## config.mk

```make
export PLATFORM = sky130hd
export DESIGN_NAME = move_scheduler
export DESIGN_NICKNAME = d
export VERILOG_FILES = /design/src/rtl/lane_surfer_pkg.sv /design/src/rtl/move_fifo.sv /design/src/rtl/move_scheduler.sv
export SDC_FILE = /design/constraint.sdc
export NUM_CORES = 1
export LEC_CHECK = 0
export CAP_MARGIN = 20
export CORE_UTILIZATION = 53
export DETAILED_ROUTE_END_ITERATION = 8
export PLACE_DENSITY_LB_ADDON = 0.15
export SETUP_SLACK_MARGIN = 0.5
export SLEW_MARGIN = 20
export SYNTH_ARGS = -nofsm -noshare
export SYNTH_HDL_FRONTEND = slang
export SYNTH_SLANG_ARGS = --single-unit
export TNS_END_PERCENT = 1
```

## constraint.sdc

```tcl
create_clock -name clk -period 2.82 [get_ports clk]
set_clock_uncertainty 0.15 [all_clocks]
set_input_delay 0.423 -clock clk [delete_from_list [all_inputs] [get_ports clk]]
set_output_delay 0.423 -clock clk [all_outputs]
set_load 0.01 [all_outputs]
```

## src/rtl/lane_surfer_pkg.sv

```systemverilog
// -----------------------------------------------------------------------------
// lane_surfer_pkg
// Shared constants and types for the lane-surfer player path.
//   NUM_LANES      : number of lanes, numbered 0..NUM_LANES-1
//   DIR_LEFT/RIGHT : encoding of a queued move direction (1 bit)
//   sched_state_t  : move-scheduler FSM state, with ST_* state constants
// -----------------------------------------------------------------------------
package lane_surfer_pkg;

  localparam int NUM_LANES = 5;

  localparam logic DIR_LEFT  = 1'b0;
  localparam logic DIR_RIGHT = 1'b1;

  typedef logic [1:0] sched_state_t;

  localparam sched_state_t ST_IDLE  = 2'd0;
  localparam sched_state_t ST_ISSUE = 2'd1;
  localparam sched_state_t ST_COOL  = 2'd2;

endpackage

```

## src/rtl/move_fifo.sv

```systemverilog
// -----------------------------------------------------------------------------
// move_fifo
// DEPTH x 1-bit FIFO of move directions. Push and pop in the same cycle are
// both honoured, even when full. A push into a full FIFO without a pop is
// dropped. flush empties the FIFO and overrides push/pop.
// Ports:
//   clk, reset (sync, active-low)
//   flush            in   empty the queue this cycle
//   push, push_dir   in   enqueue request and its direction
//   pop              in   dequeue request (ignored when empty)
//   head_dir         out  direction at the queue head
//   count            out  occupancy 0..DEPTH
//   full, empty      out  occupancy flags
// -----------------------------------------------------------------------------
module move_fifo
  import lane_surfer_pkg::*;
#(
  parameter int DEPTH = 4,
  localparam int AW   = (DEPTH > 1) ? $clog2(DEPTH) : 1,
  localparam int CW   = $clog2(DEPTH + 1)
) (
  input  logic          clk,
  input  logic          reset,
  input  logic          flush,
  input  logic          push,
  input  logic          push_dir,
  input  logic          pop,
  output logic          head_dir,
  output logic [CW-1:0] count,
  output logic          full,
  output logic          empty
);

  logic          mem_q [DEPTH];
  logic          mem_d [DEPTH];
  logic [AW-1:0] wr_ptr_q, wr_ptr_d;
  logic [AW-1:0] rd_ptr_q, rd_ptr_d;
  logic [CW-1:0] count_q, count_d;
  logic          do_push, do_pop;

  assign full     = (count_q == CW'(DEPTH));
  assign empty    = (count_q == '0);
  assign count    = count_q;
  assign head_dir = mem_q[rd_ptr_q];

  // A pop frees a slot in the same cycle, so a full FIFO still accepts a push.
  assign do_pop  = pop && !empty;
  assign do_push = push && (!full || do_pop);

  always_comb begin
    // NOTE: every output of this block gets a default first so no path leaves
    // it unassigned, which would otherwise infer a latch.
    mem_d    = mem_q;
    wr_ptr_d = wr_ptr_q;
    rd_ptr_d = rd_ptr_q;
    count_d  = count_q;
    if (flush) begin
      wr_ptr_d = '0;
      rd_ptr_d = '0;
      count_d  = '0;
    end else begin
      if (do_push) begin
        mem_d[wr_ptr_q] = push_dir;
        wr_ptr_d        = wr_ptr_q + 1'b1;  // power-of-two depth wraps freely
      end
      if (do_pop) begin
        rd_ptr_d = rd_ptr_q + 1'b1;
      end
      case ({do_push, do_pop})
        2'b10:   count_d = count_q + 1'b1;
        2'b01:   count_d = count_q - 1'b1;
        default: count_d = count_q;
      endcase
    end
  end

  // NOTE: sequential state uses non-blocking assignments so every flop samples
  // its _d value from before the edge, independent of statement order.
  always_ff @(posedge clk) begin
    if (!reset) begin
      wr_ptr_q <= '0;
      rd_ptr_q <= '0;
      count_q  <= '0;
    end else begin
      wr_ptr_q <= wr_ptr_d;
      rd_ptr_q <= rd_ptr_d;
      count_q  <= count_d;
    end
  end

  // NOTE: storage is deliberately not reset; an entry is only read after it
  // has been written, and the pointers/count alone define what is valid.
  always_ff @(posedge clk) begin
    mem_q <= mem_d;
  end

endmodule

```

## src/rtl/move_scheduler.sv

```systemverilog
// -----------------------------------------------------------------------------
// move_scheduler
// Turns button presses into queued lane moves and issues them to the player
// FSM with a fixed cooldown between moves.
// Build option: define MOVE_SCHED_BOUNDARY_EN to suppress moves that would
// leave the lane range (left at lane 0, right at lane NUM_LANES-1); such a
// move is popped without a pulse and skips the cooldown.
// Ports:
//   clk, reset (sync, active-low)
//   btn_left, btn_right  in   synchronized button levels
//   enable               in   game running; low flushes queue, blocks issue
//   lane_in[2:0]         in   current lane (used only with the build option)
//   mv_left, mv_right    out  registered one-cycle move pulses
//   q_count[2:0]         out  queue occupancy
//   busy                 out  FSM not idle
//   overflow             out  sticky: a request was dropped on a full queue
// -----------------------------------------------------------------------------
module move_scheduler
  import lane_surfer_pkg::*;
#(
  parameter int COOLDOWN  = 8,
  parameter int QDEPTH    = 4,
  parameter int NUM_LANES = lane_surfer_pkg::NUM_LANES
) (
  input  logic       clk,
  input  logic       reset,
  input  logic       btn_left,
  input  logic       btn_right,
  input  logic       enable,
  input  logic [2:0] lane_in,
  output logic       mv_left,
  output logic       mv_right,
  output logic [2:0] q_count,
  output logic       busy,
  output logic       overflow
);

  localparam int CW = $clog2(QDEPTH + 1);
  localparam int TW = (COOLDOWN > 1) ? $clog2(COOLDOWN) : 1;
  localparam logic [TW-1:0] COOL_LOAD = TW'(COOLDOWN - 1);

  sched_state_t  state_q, state_d;
  logic [TW-1:0] cool_q, cool_d;
  logic          btn_l_q, btn_l_d, btn_r_q, btn_r_d;
  logic          mv_left_q, mv_left_d, mv_right_q, mv_right_d;
  logic          overflow_q, overflow_d;

  logic          rise_l, rise_r;
  logic          push_req, push_dir, pop_req;
  logic          head_dir, head_blocked, can_issue, go_issue;
  logic [CW-1:0] fifo_count;
  logic          fifo_full, fifo_empty;

  // Simultaneous left and right edges cancel; disabled play ignores buttons.
  assign rise_l   = btn_left  & ~btn_l_q;
  assign rise_r   = btn_right & ~btn_r_q;
  assign push_req = enable & (rise_l ^ rise_r);
  assign push_dir = rise_r ? DIR_RIGHT : DIR_LEFT;
  assign pop_req  = (state_q == ST_ISSUE);
  assign can_issue = enable & ~fifo_empty;

`ifdef MOVE_SCHED_BOUNDARY_EN
  localparam logic [2:0] RIGHT_LANE = 3'(NUM_LANES - 1);
  assign head_blocked = ((head_dir == DIR_LEFT)  && (lane_in == 3'd0)) ||
                        ((head_dir == DIR_RIGHT) && (lane_in == RIGHT_LANE));
`else
  logic unused_lane;
  assign head_blocked = 1'b0;
  assign unused_lane  = ^{lane_in, 3'(NUM_LANES)};
`endif

  move_fifo #(.DEPTH(QDEPTH)) u_fifo (
    .clk      (clk),
    .reset    (reset),
    .flush    (~enable),
    .push     (push_req),
    .push_dir (push_dir),
    .pop      (pop_req),
    .head_dir (head_dir),
    .count    (fifo_count),
    .full     (fifo_full),
    .empty    (fifo_empty)
  );

  always_comb begin
    state_d    = state_q;
    cool_d     = cool_q;
    go_issue   = 1'b0;
    btn_l_d    = btn_left;
    btn_r_d    = btn_right;
    overflow_d = overflow_q | (push_req & fifo_full & ~pop_req);

    case (state_q)
      ST_IDLE: begin
        go_issue = can_issue;
      end
      ST_ISSUE: begin
        // A suppressed boundary move produced no pulse and needs no cooldown.
        if (mv_left_q || mv_right_q) begin
          state_d = ST_COOL;
          cool_d  = COOL_LOAD;
        end else begin
          state_d = ST_IDLE;
        end
      end
      ST_COOL: begin
        if (cool_q == '0) begin
          if (can_issue) go_issue = 1'b1;
          else           state_d  = ST_IDLE;
        end else begin
          cool_d = cool_q - 1'b1;
        end
      end
      default: state_d = ST_IDLE;
    endcase

    // The pulse is registered on the edge entering ISSUE so it is high for
    // exactly the ISSUE cycle; the head is popped at the end of that cycle.
    if (go_issue) state_d = ST_ISSUE;
    mv_left_d  = go_issue && (head_dir == DIR_LEFT)  && !head_blocked;
    mv_right_d = go_issue && (head_dir == DIR_RIGHT) && !head_blocked;
  end

  always_ff @(posedge clk) begin
    if (!reset) begin
      state_q    <= ST_IDLE;
      cool_q     <= '0;
      btn_l_q    <= 1'b0;
      btn_r_q    <= 1'b0;
      mv_left_q  <= 1'b0;
      mv_right_q <= 1'b0;
      overflow_q <= 1'b0;
    end else begin
      state_q    <= state_d;
      cool_q     <= cool_d;
      btn_l_q    <= btn_l_d;
      btn_r_q    <= btn_r_d;
      mv_left_q  <= mv_left_d;
      mv_right_q <= mv_right_d;
      overflow_q <= overflow_d;
    end
  end

  assign mv_left  = mv_left_q;
  assign mv_right = mv_right_q;
  assign q_count  = 3'(fifo_count);
  assign busy     = (state_q != ST_IDLE);
  assign overflow = overflow_q;

endmodule

```

== Word level (Yosys, flattened, before mapping) ==
Cells that the tools add are included.

* Output and inout port bits: 7
* Bits of input ports: 8
* Register bits: 21
* Word-level logic and storage cells: 92

* Muxes and demuxes: 19
* Equality and inequality tests: 12
* Add/subtract/negate cells: 5
* $lt $le $gt $ge: 3
* Bitwise operators: 17
* Reduce and logical (&&, ||, !) cells: 21

{| class="wikitable"
|+ Operators with widths
! cell !! number
|-
| 3-bit case mux with 2 select lines || 2
|-
| 3-bit AND reduction || 3
|-
| 2-bit != test (second input constant) || 4
|-
| 1-bit two-way mux || 7
|-
| 1-bit inverter || 7
|-
| 1-bit bitwise AND || 6
|-
| 3-bit >= comparator (second input constant) || 2
|-
| 3-bit zero test || 2
|-
| 2-bit two-way mux || 3
|-
| 3-bit two-way mux || 2
|-
| 3-bit != test (second input constant) || 2
|-
| 2-bit inverter with 3-bit output || 2
|-
| 2-bit case mux with 3 select lines || 1
|-
| 2-bit nonzero test || 3
|-
| 3-bit by 1-bit subtractor with 3-bit output (second input constant) || 2
|-
| 1-bit logical AND || 5
|-
| 2-bit by 1-bit adder with 2-bit output (second input constant) || 2
|-
| 4-bit bitwise mux || 1
|-
| 2-bit by 1-bit == test with 1-bit output (second input constant) || 2
|-
| 2-bit == test (second input constant) || 2
|-
| 2-bit AND reduction || 2
|-
| 3-bit by 1-bit adder with 3-bit output (second input constant) || 1
|-
| 3-bit == test (second input constant) || 1
|-
| 3-bit by 1-bit less-than comparator with 1-bit output (second input constant) || 1
|-
| other kinds (10) || 12
|}

== Depth between registers and ports, before layout ==
Gate-level depths: netlist of run 1.

* Word-level depth: 8
* Mapped depth: 13
* Depth with buffers taken out: 12

== Cells and area by module ==
Synthesis of run 1 repeated with hierarchy kept, for this count alone.

* Cell total of the unflattened synthesis: 115
* Area, all modules: 1159.9 um2

{| class="wikitable"
|+ Modules (own cells, without submodules)
! module !! area an instance (um2) !! sequential area each (um2) !! cells each !! times used
|-
| move_fifo || 593.1 || 260.2 || 57 || 1
|-
| move_scheduler || 566.8 || 200.2 || 58 || 1
|}

== Least setup slack after synthesis of run 1 ==
Ideal clock, no wire load.

* Kind: input to register
* Start: in btn_right
* End: reg u_fifo.count_q[2] (netlist: u_fifo.count[2])
* Path buffers: 1
* Setup time: 0.070 ns
* Path slack: 0.289 ns
* Data arrival time: 2.311 ns
* Data required time: 2.600 ns
* Cell stages on the path: 11
* Cell sequence: nor2b_1 > xnor2_1 > and3_1 > clkbuf_1 > inv_1 > ha_1 > inv_1 > fa_1 > xor2_1 > or3_1 > a21oi_1

* Longest elaborated chain between the ends: 6
* Elaborated cells on any way between the ends: 8
* Those cells by class: eq/ne: 2; mux: 1; bitwise: 3; reduce/logical: 2

{| class="wikitable"
|+ RTL lines
! item !! RTL line !! source
|-
| from (decl) || move_scheduler.sv:28 || <nowiki>input logic btn_right,</nowiki>
|-
| 1-bit bitwise AND * || move_scheduler.sv:56 || <nowiki>assign rise_r = btn_right & ~btn_r_q;</nowiki>
|-
| 1-bit XOR * || move_scheduler.sv:57 || <nowiki>assign push_req = enable & (rise_l ^ rise_r);</nowiki>
|-
| 1-bit bitwise AND * || move_scheduler.sv:57 ||
|-
| 1-bit logical AND * || move_fifo.sv:48 || <nowiki>assign do_push = push && (!full || do_pop);</nowiki>
|-
| 2-bit by 1-bit == test with 1-bit output / 2-bit == test (equally long branches) || move_fifo.sv:69 || <nowiki>case ({do_push, do_pop})</nowiki>
|-
| 3-bit case mux with 2 select lines / 2-bit nonzero test (equally long branches) || n/a ||
|-
| to (signal assigned) || move_fifo.sv:87 || <nowiki>count_q <= count_d;</nowiki>
|-
| to (decl) || move_fifo.sv:38 || <nowiki>logic [CW-1:0] count_q, count_d;</nowiki>
|}

Every way passes the cells marked *; elsewhere a longest branch is shown, timed or not.
A chain may end at the register's enable or synchronous reset.

== Worst setup path in the final report of run 1 ==
* Start: reg state_q[1]
* End: reg u_fifo.count_q[2] (netlist: u_fifo.count[2])

* Longest elaborated chain between the ends: 6
* Elaborated cells on any way between the ends: 8
* Those cells by class: eq/ne: 3; mux: 1; reduce/logical: 4

{| class="wikitable"
|+ RTL lines
! item !! RTL line !! source
|-
| from (decl) || move_scheduler.sv:42 || <nowiki>sched_state_t state_q, state_d;</nowiki>
|-
| from (signal assigned) || move_scheduler.sv:134 || <nowiki>state_q <= state_d;</nowiki>
|-
| 2-bit by 1-bit == test with 1-bit output * || move_scheduler.sv:59 || <nowiki>assign pop_req = (state_q == ST_ISSUE);</nowiki>
|-
| 1-bit logical AND * || move_fifo.sv:47 || <nowiki>assign do_pop = pop && !empty;</nowiki>
|-
| 1-bit logical OR || move_fifo.sv:48 ||
|-
| 1-bit logical AND || move_fifo.sv:48 ||
|-
| 2-bit by 1-bit == test with 1-bit output / 2-bit == test (equally long branches) || move_fifo.sv:69 ||
|-
| 3-bit case mux with 2 select lines / 2-bit nonzero test (equally long branches) || n/a ||
|}

Marked as above.

==> results of run 1 <==
worst max-delay path, cell delays in order, from the launching register on:
cell,delay (ps)
dfxtp_2,360
inv_2,50
ha_4,150
inv_2,50
nand4_1,140
and3_4,230
inv_2,70
ha_4,130
inv_2,40
fa_2,360
xor2_2,150
or3_1,300
a21oi_1,120
cell usage after synthesis (2+ instances only):
library cell | n | area (µm²)
edfxtp_1 | 4 | 120
xor2_1 | 3 | 26.3
o211a_1 | 2 | 20.0
and2_1 | 9 | 56.3
xnor2_1 | 2 | 17.5
a21oi_1 | 4 | 20.0
o21ai_0 | 4 | 20.0
ha_1 | 10 | 125
nand2b_1 | 2 | 12.5
nand4_1 | 4 | 25.0
mux2i_1 | 2 | 20.0
and3_1 | 2 | 12.5
inv_1 | 13 | 48.8
nand3_1 | 3 | 15.0
clkbuf_1 | 3 | 11.3
nor2b_1 | 2 | 12.5
nor2_1 | 8 | 30.0
dfxtp_1 | 17 | 340
nand2_1 | 2 | 7.51
final timing paths:
| path | end | startpoint | slack (ps) |
|---|---|---|---|
| worst min register to register | cool_q[1] | cool_q[1] | 370 |
| worst max-delay path | u_fifo.count[2] | state_q[1] | 440 |
| worst min-delay path | btn_l_q | btn_left | 280 |
| worst max register to register | u_fifo.count[2] | state_q[1] | 440 |
cell families after synthesis:
| group | after synthesis | synth area share (%) |
|---|---|---|
| AOI/OAI and AO/OA | 18 | 11.8 |
| xor gates and xnor gates | 5 | 3.97 |
| buffers and inverters | 16 | 5.45 |
| muxes | 3 | 3.86 |
| adders and majority gates | 11 | 13.2 |
| DFF | 21 | 41.8 |
| and+or+nand+nor | 38 | 20.0 |
registers in the layout, summed over array words and instances, names as in the netlist:
register	flops
u_fifo.wr_ptr_q	2
state_q	2
btn_r_q	1
u_fifo.count	3
u_fifo.rd_ptr_q	2
cool_q	3
mv_left	1
mv_right	1
u_fifo.mem_q	4
btn_l_q	1
overflow	1
final cells by class:
| cell class | count | area (µm²) | share of cell area, % |
|---|---|---|---|
| clock inverters | 1 | 5.00 | 0.335 |
| flip-flops and latches | 21 | 462 | 30.9 |
| multi-input cells | 75 | 637 | 42.7 |
| repair buffers | 33 | 284 | 19.0 |
| well taps | 27 | 33.8 | 2.26 |
| inverters | 13 | 48.8 | 3.27 |
| clock buffers | 3 | 22.5 | 1.51 |
metal layers:
layer / track usage, % / part of all wire [%] / routed length (µm) / up-vias
met2: 39.5 / 52 / 1320 / 22
met3: 5.28 / 3.5 / 88 / 7
met1: 26.9 / 42 / 1070 / 459
met5: 0 / 0 / 0 / -
li1: - / - / - / 448
met4: 13.9 / 2.6 / 67 / 0
report_power, final:
group	internal [µW]	switching [µW]
logic	43.3	38.5
registers	313	5.44
clock network	53.3	103
metrics by stage:
| stage | total power, µW | instance area [µm²] |
|---|---|---|
| 2_1_floorplan | 368 | 1140 |
| 3_3_place_gp | 388 | 1290 |
| 3_5_place_dp | 390 | 1290 |
| 4_1_cts | 548 | 1440 |
| 5_1_grt | 579 | 1490 |
| 6_report | 557 | 1490 |
cells in the final DEF (no fill, tap or decap), types with 2 or more instances in the layout:
| cell type | netlist | layout |
|---|---|---|
| buf_4 | 0 | 19 |
| dfxtp_1 | 17 | 16 |
| inv_1 | 13 | 9 |
| and2_1 | 9 | 9 |
| clkdlybuf4s50_1 | 0 | 9 |
| nor2_1 | 8 | 8 |
| ha_1 | 10 | 8 |
| inv_2 | 0 | 4 |
| nand4_1 | 4 | 4 |
| a21oi_1 | 4 | 4 |
| edfxtp_1 | 4 | 4 |
| nand3_1 | 3 | 3 |
| o21ai_0 | 4 | 3 |
| clkbuf_4 | 0 | 3 |
| buf_6 | 0 | 3 |
| nand2b_1 | 2 | 2 |
| nand2_1 | 2 | 2 |
| xor2_1 | 3 | 2 |
| mux2i_1 | 2 | 2 |
| o211a_1 | 2 | 2 |
| ha_4 | 0 | 2 |
| dlygate4sd2_1 | 0 | 2 |
timing repair:
item / CTS / global route
setup endpoints to repair: 1 / 3
resized for setup: 2 / 8
buffers inserted: 17 / 2
hold endpoints to repair: 0 / 0
pin swaps: 6 / 4
==> impl_metrics.py, run 1 <==
metrics = {
    "routing": {
        "first_iter_violations": 27,
        "num_vias": 936,
        "drc": 0,
        "postRouteWirelength_mm": 2.54,
        "wl_per_cell_um": 14.7,
        "vias_per_cell": 5.41,
        "antenna_left": 0,
        "firstDrtPassIters": 4,
    },
    "sta": {
        "drv_slew": 0,
        "whs_ps": 285,
        "fin_crit_sh_pct": 84.3,
        "hold_viol": 0,
        "tightest_slew_ps": 446,
        "worst_slack_ps": 442,
        "tns_ps": 0,
        "max_freq_ghz": 0.421,
        "rsz0062_at_grt": "true",
        "period_minus_slack_ps": 2380,
        "setup_viol_count_final": 0,
        "slew_headroom_pct": 69.8,
    },
    "worst_setup_path": {
        "path_max_fanout": 2,
        "criticalPathCategory": "flip-flop to flip-flop",
        "cp-start-kind": "flip-flop",
        "cp.arrival_ps": 2490,
        "reg2regPathDepth": 12,
        "worstPathRequired_ps": 2930,
        "cp-end-kind": "flip-flop",
    },
    "outcome": {
        "status": "finished, final reports clean",
    },
    "yosys": {
        "synth_area_mm2": 0.00110,
        "async_flop_share_pct": 0,
        "ys_warn_count": 0,
        "syn_nets": 131,
        "synth.distinct_cells": 35,
        "synthFlopType": "dfxtp_1",
        "ys_seq_area_share_pct": 41.8,
        "synthCells": 112,
        "synth-seq-cells": 21,
        "synth_area_per_cell_um2": 9.84,
        "synth_edf_count": 4,
    },
    "global_route": {
        "grt_max_degree": 14,
        "first_global_vias": 794,
        "grt_pass1_wl_mm": 3.46,
        "overflow": 0,
        "antenna_found_initial": 0,
        "grt_usage_pct": 23.3,
    },
    "die": {
        "die_height_um": 47.6,
        "io_pins": 15,
        "die_x_um": 47.6,
        "rows": 16,
        "initial_utilization_pct": 56.2,
        "dieArea_mm2": 0.00227,
        "coreArea_mm2": 0.00196,
    },
    "power_and_ir_drop": {
        "p_leak_uw": 0.000623,
        "power_density_mw_per_mm2": 373,
        "peakVddDrop_v": 0.000319,
    },
    "clock_network": {
        "clk_pin_slew_ps": 120,
        "clock_sinks": 21,
        "cts_hold_buf": 0,
        "cts-htree-levels": 1,
        "cts_tree": "built",
        "cts_buffers": 3,
        "clkLatencyLatePin_ps": 320,
        "clock_path_buffers": 2,
        "root_buffer": "clkbuf_4",
    },
    "layout": {
        "diodes": 0,
        "post-route-util_pct": 76.1,
        "syn2layout_area_growth_pct": 35.4,
        "nets": 166,
        "drive_gt1_share_pct": 29.5,
        "stdcell_count": 173,
        "fill_cells": 151,
    },
    "placed_design": {
        "dp_slack_ps": 62.1,
        "dp_hpwl_mm": 1.46,
        "place_inst": 150,
        "place_congestion": 0.709,
        "port_buffers": 11,
    },
    "worst_hold_path": {
        "hp-class": "primary input to flip-flop",
        "worstHoldPathCells": 2,
    },
    "run": {
        "drv_cap": 0,
    },
}
(Power assumes the default switching activity.)
==> run 2, diff against run 1 <==
==> constraint.sdc (replaced) <==
create_clock -name clk -period 2.35 [get_ports clk]
set_clock_uncertainty 0.15 [all_clocks]
set_input_delay 0.3525 -clock clk [delete_from_list [all_inputs] [get_ports clk]]
set_output_delay 0.3525 -clock clk [all_outputs]
set_load 0.01 [all_outputs]
==> impl_metrics.py, run 2 (synthesis gave the netlist of run 1 again) <==
metrics = {
    "outcome": {
        "status": "finished, violations left",
        "failed_checks": "setup timing",
    },
    "worst_setup_path": {
        "crit_family": "adder cells",
        "criticalPathCategory": "flip-flop to flip-flop",
        "cpMostUsedCell": "inv_1",
        "crit_path_top_delay_cell": "dfxtp_2",
        "max_stage_delay_ps": 350,
        "cp-start-kind": "flip-flop",
        "path_cells": "inv_2 -> ha_4 -> inv_4 -> nand4_1 -> and3_4 -> inv_1 -> ha_2 -> inv_1 -> fa_2 -> xor2_1 -> or3_1 -> a21oi_1",
        "crit_buf_inv": 4,
        "worstPathRequired_ps": 2450,
        "cp-end-kind": "flip-flop",
        "path_max_fanout": 3,
        "cp.arrival_ps": 2450,
    },
    "clock_network": {
        "clock_sinks": 21,
        "cts_hold_buf": 0,
        "cts_tree": "built",
        "root_buffer": "clkbuf_4",
        "clkLatencyLatePin_ps": 310,
        "clk_pin_slew_ps": 120,
        "cts-htree-levels": 1,
        "clock_path_buffers": 2,
        "cts_buffers": 3,
    },
    "run": {
        "drv_cap": 0,
    },
    "power_and_ir_drop": {
        "power_frac_comb_pct": 14.1,
        "power.share.switching_pct": 24.8,
        "power_frac_clock_pct": 27.6,
        "peakVddDrop_v": 0.000394,
        "seqPwrFrac_pct": 58.3,
        "switchingPower_uw": 162,
        "power_density_mw_per_mm2": 468,
        "p_leak_uw": 0.000610,
        "p_int_uw": 491,
    },
    "layout": {
        "final_area_mm2": 0.00139,
        "drive_gt1_share_pct": 21.5,
        "largest_register_ffs": 4,
        "syn2layout_area_growth_pct": 26.4,
        "diodes": 0,
        "top_register": "u_fifo.mem_q",
        "nets": 155,
        "mostFrequentLayoutCell": "dfxtp_1",
        "layout_common_cells": "15 x dfxtp_1, 11 x inv_1, 11 x buf_4",
    },
    "global_route": {
        "grt_max_degree": 13,
        "antenna_found_initial": 0,
        "grt_usage_pct": 20.2,
        "grt_pass1_wl_mm": 3.08,
        "overflow": 0,
        "first_global_vias": 773,
    },
    "die": {
        "io_pins": 15,
        "initial_utilization_pct": 56.2,
        "die_x_um": 47.6,
        "rows": 16,
        "coreArea_mm2": 0.00196,
        "dieArea_mm2": 0.00227,
        "die_height_um": 47.6,
    },
    "sta": {
        "max_freq_ghz": 0.425,
        "slew_headroom_pct": 77.8,
        "hold_viol": 0,
        "drv_slew": 0,
        "worst_slack_ps": -0.299,
        "whs_ps": 154,
        "rsz0062_at_grt": "true",
        "setup_viol_count_final": 1,
        "period_minus_slack_ps": 2350,
        "tightest_slew_ps": 328,
        "fin_crit_sh_pct": 100,
    },
    "placed_design": {
        "postPlaceCellArea_mm2": 0.00133,
        "port_buffers": 11,
        "dp_hpwl_mm": 1.50,
        "place_congestion": 0.779,
    },
    "routing": {
        "num_vias": 840,
        "firstDrtPassIters": 4,
        "wl_per_cell_um": 12.0,
        "drc": 0,
        "first_iter_violations": 21,
        "postRouteWirelength_mm": 1.95,
        "vias_per_cell": 5.19,
        "antenna_left": 0,
    },
    "worst_hold_path": {
        "hp-class": "primary input to flip-flop",
    },
}
## run 2: power by group through the flow
stage	Clock, µW	Combinational, µW	Sequential, µW
2_1_floorplan	0	49.5	389
3_3_place_gp	0	82.2	388
3_5_place_dp	0	84.9	389
4_1_cts	180	90.0	381
5_1_grt	194	102	382
6_report	180	91.9	381
## run 2: timing repair
action                     CTS  global route
pin swaps                    1             2
resized for setup            2             6
setup buffers                1             0
setup endpoints to repair    4            13
## run 2: worst reg2reg max path: stages (launching register included)
cell and delay [ps]:
dfxtp_2 350, inv_2 60, ha_4 170, inv_4 50
nand4_1 140, and3_4 200, inv_1 50, ha_2 170
inv_1 50, fa_2 330, xor2_1 150, or3_1 310
a21oi_1 120
## run 2: cell type report
cell class	instances	area, µm²
multi-input combinational	75	619
fill	164	568
sequential	21	463
timing repair buffer	22	200
inverter	13	51.3
tap	27	33.8
clock buffer	4	26.3
## run 2: through the flow
| stage | setup TNS, ps | power [µW] | cells | setup WS [ps] | utilization [%] |
|---|---|---|---|---|---|
| CTS | 0 | 650 | 162 | 13.4 | 70.1 |
| global placement | -419 | 470 | 157 | -283 | 67.9 |
| finish | -0.299 | 653 | 162 | -0.299 | 71.0 |
| global route | -131 | 677 | 162 | -131 | 71.0 |
| floorplan | 0 | 439 | 112 | 29.3 | - |
| detailed placement | -524 | 474 | 157 | -336 | 67.9 |
## run 2: layer usage
| metal | GRT usage [%] | part of all wire [%] | vias up |
|---|---|---|---|
| met3 | 4.53 | 3.1 | 6 |
| li1 | - | - | 428 |
| met1 | 24.5 | 48 | 390 |
| met4 | 10.0 | 1.9 | 0 |
| met5 | 0 | 0 | - |
| met2 | 34.0 | 47 | 16 |
## run 2: path summary, 6_finish.rpt
check / to / cells past startpoint / from / slack, ps
hold / removal: btn_r_q / 2 / btn_right / 150
setup / recovery: u_fifo.count[2] / 12 / state_q[1] / -0.3
setup reg to reg: u_fifo.count[2] / 12 / state_q[1] / -0.3
hold reg to reg: cool_q[1] / 1 / cool_q[1] / 360
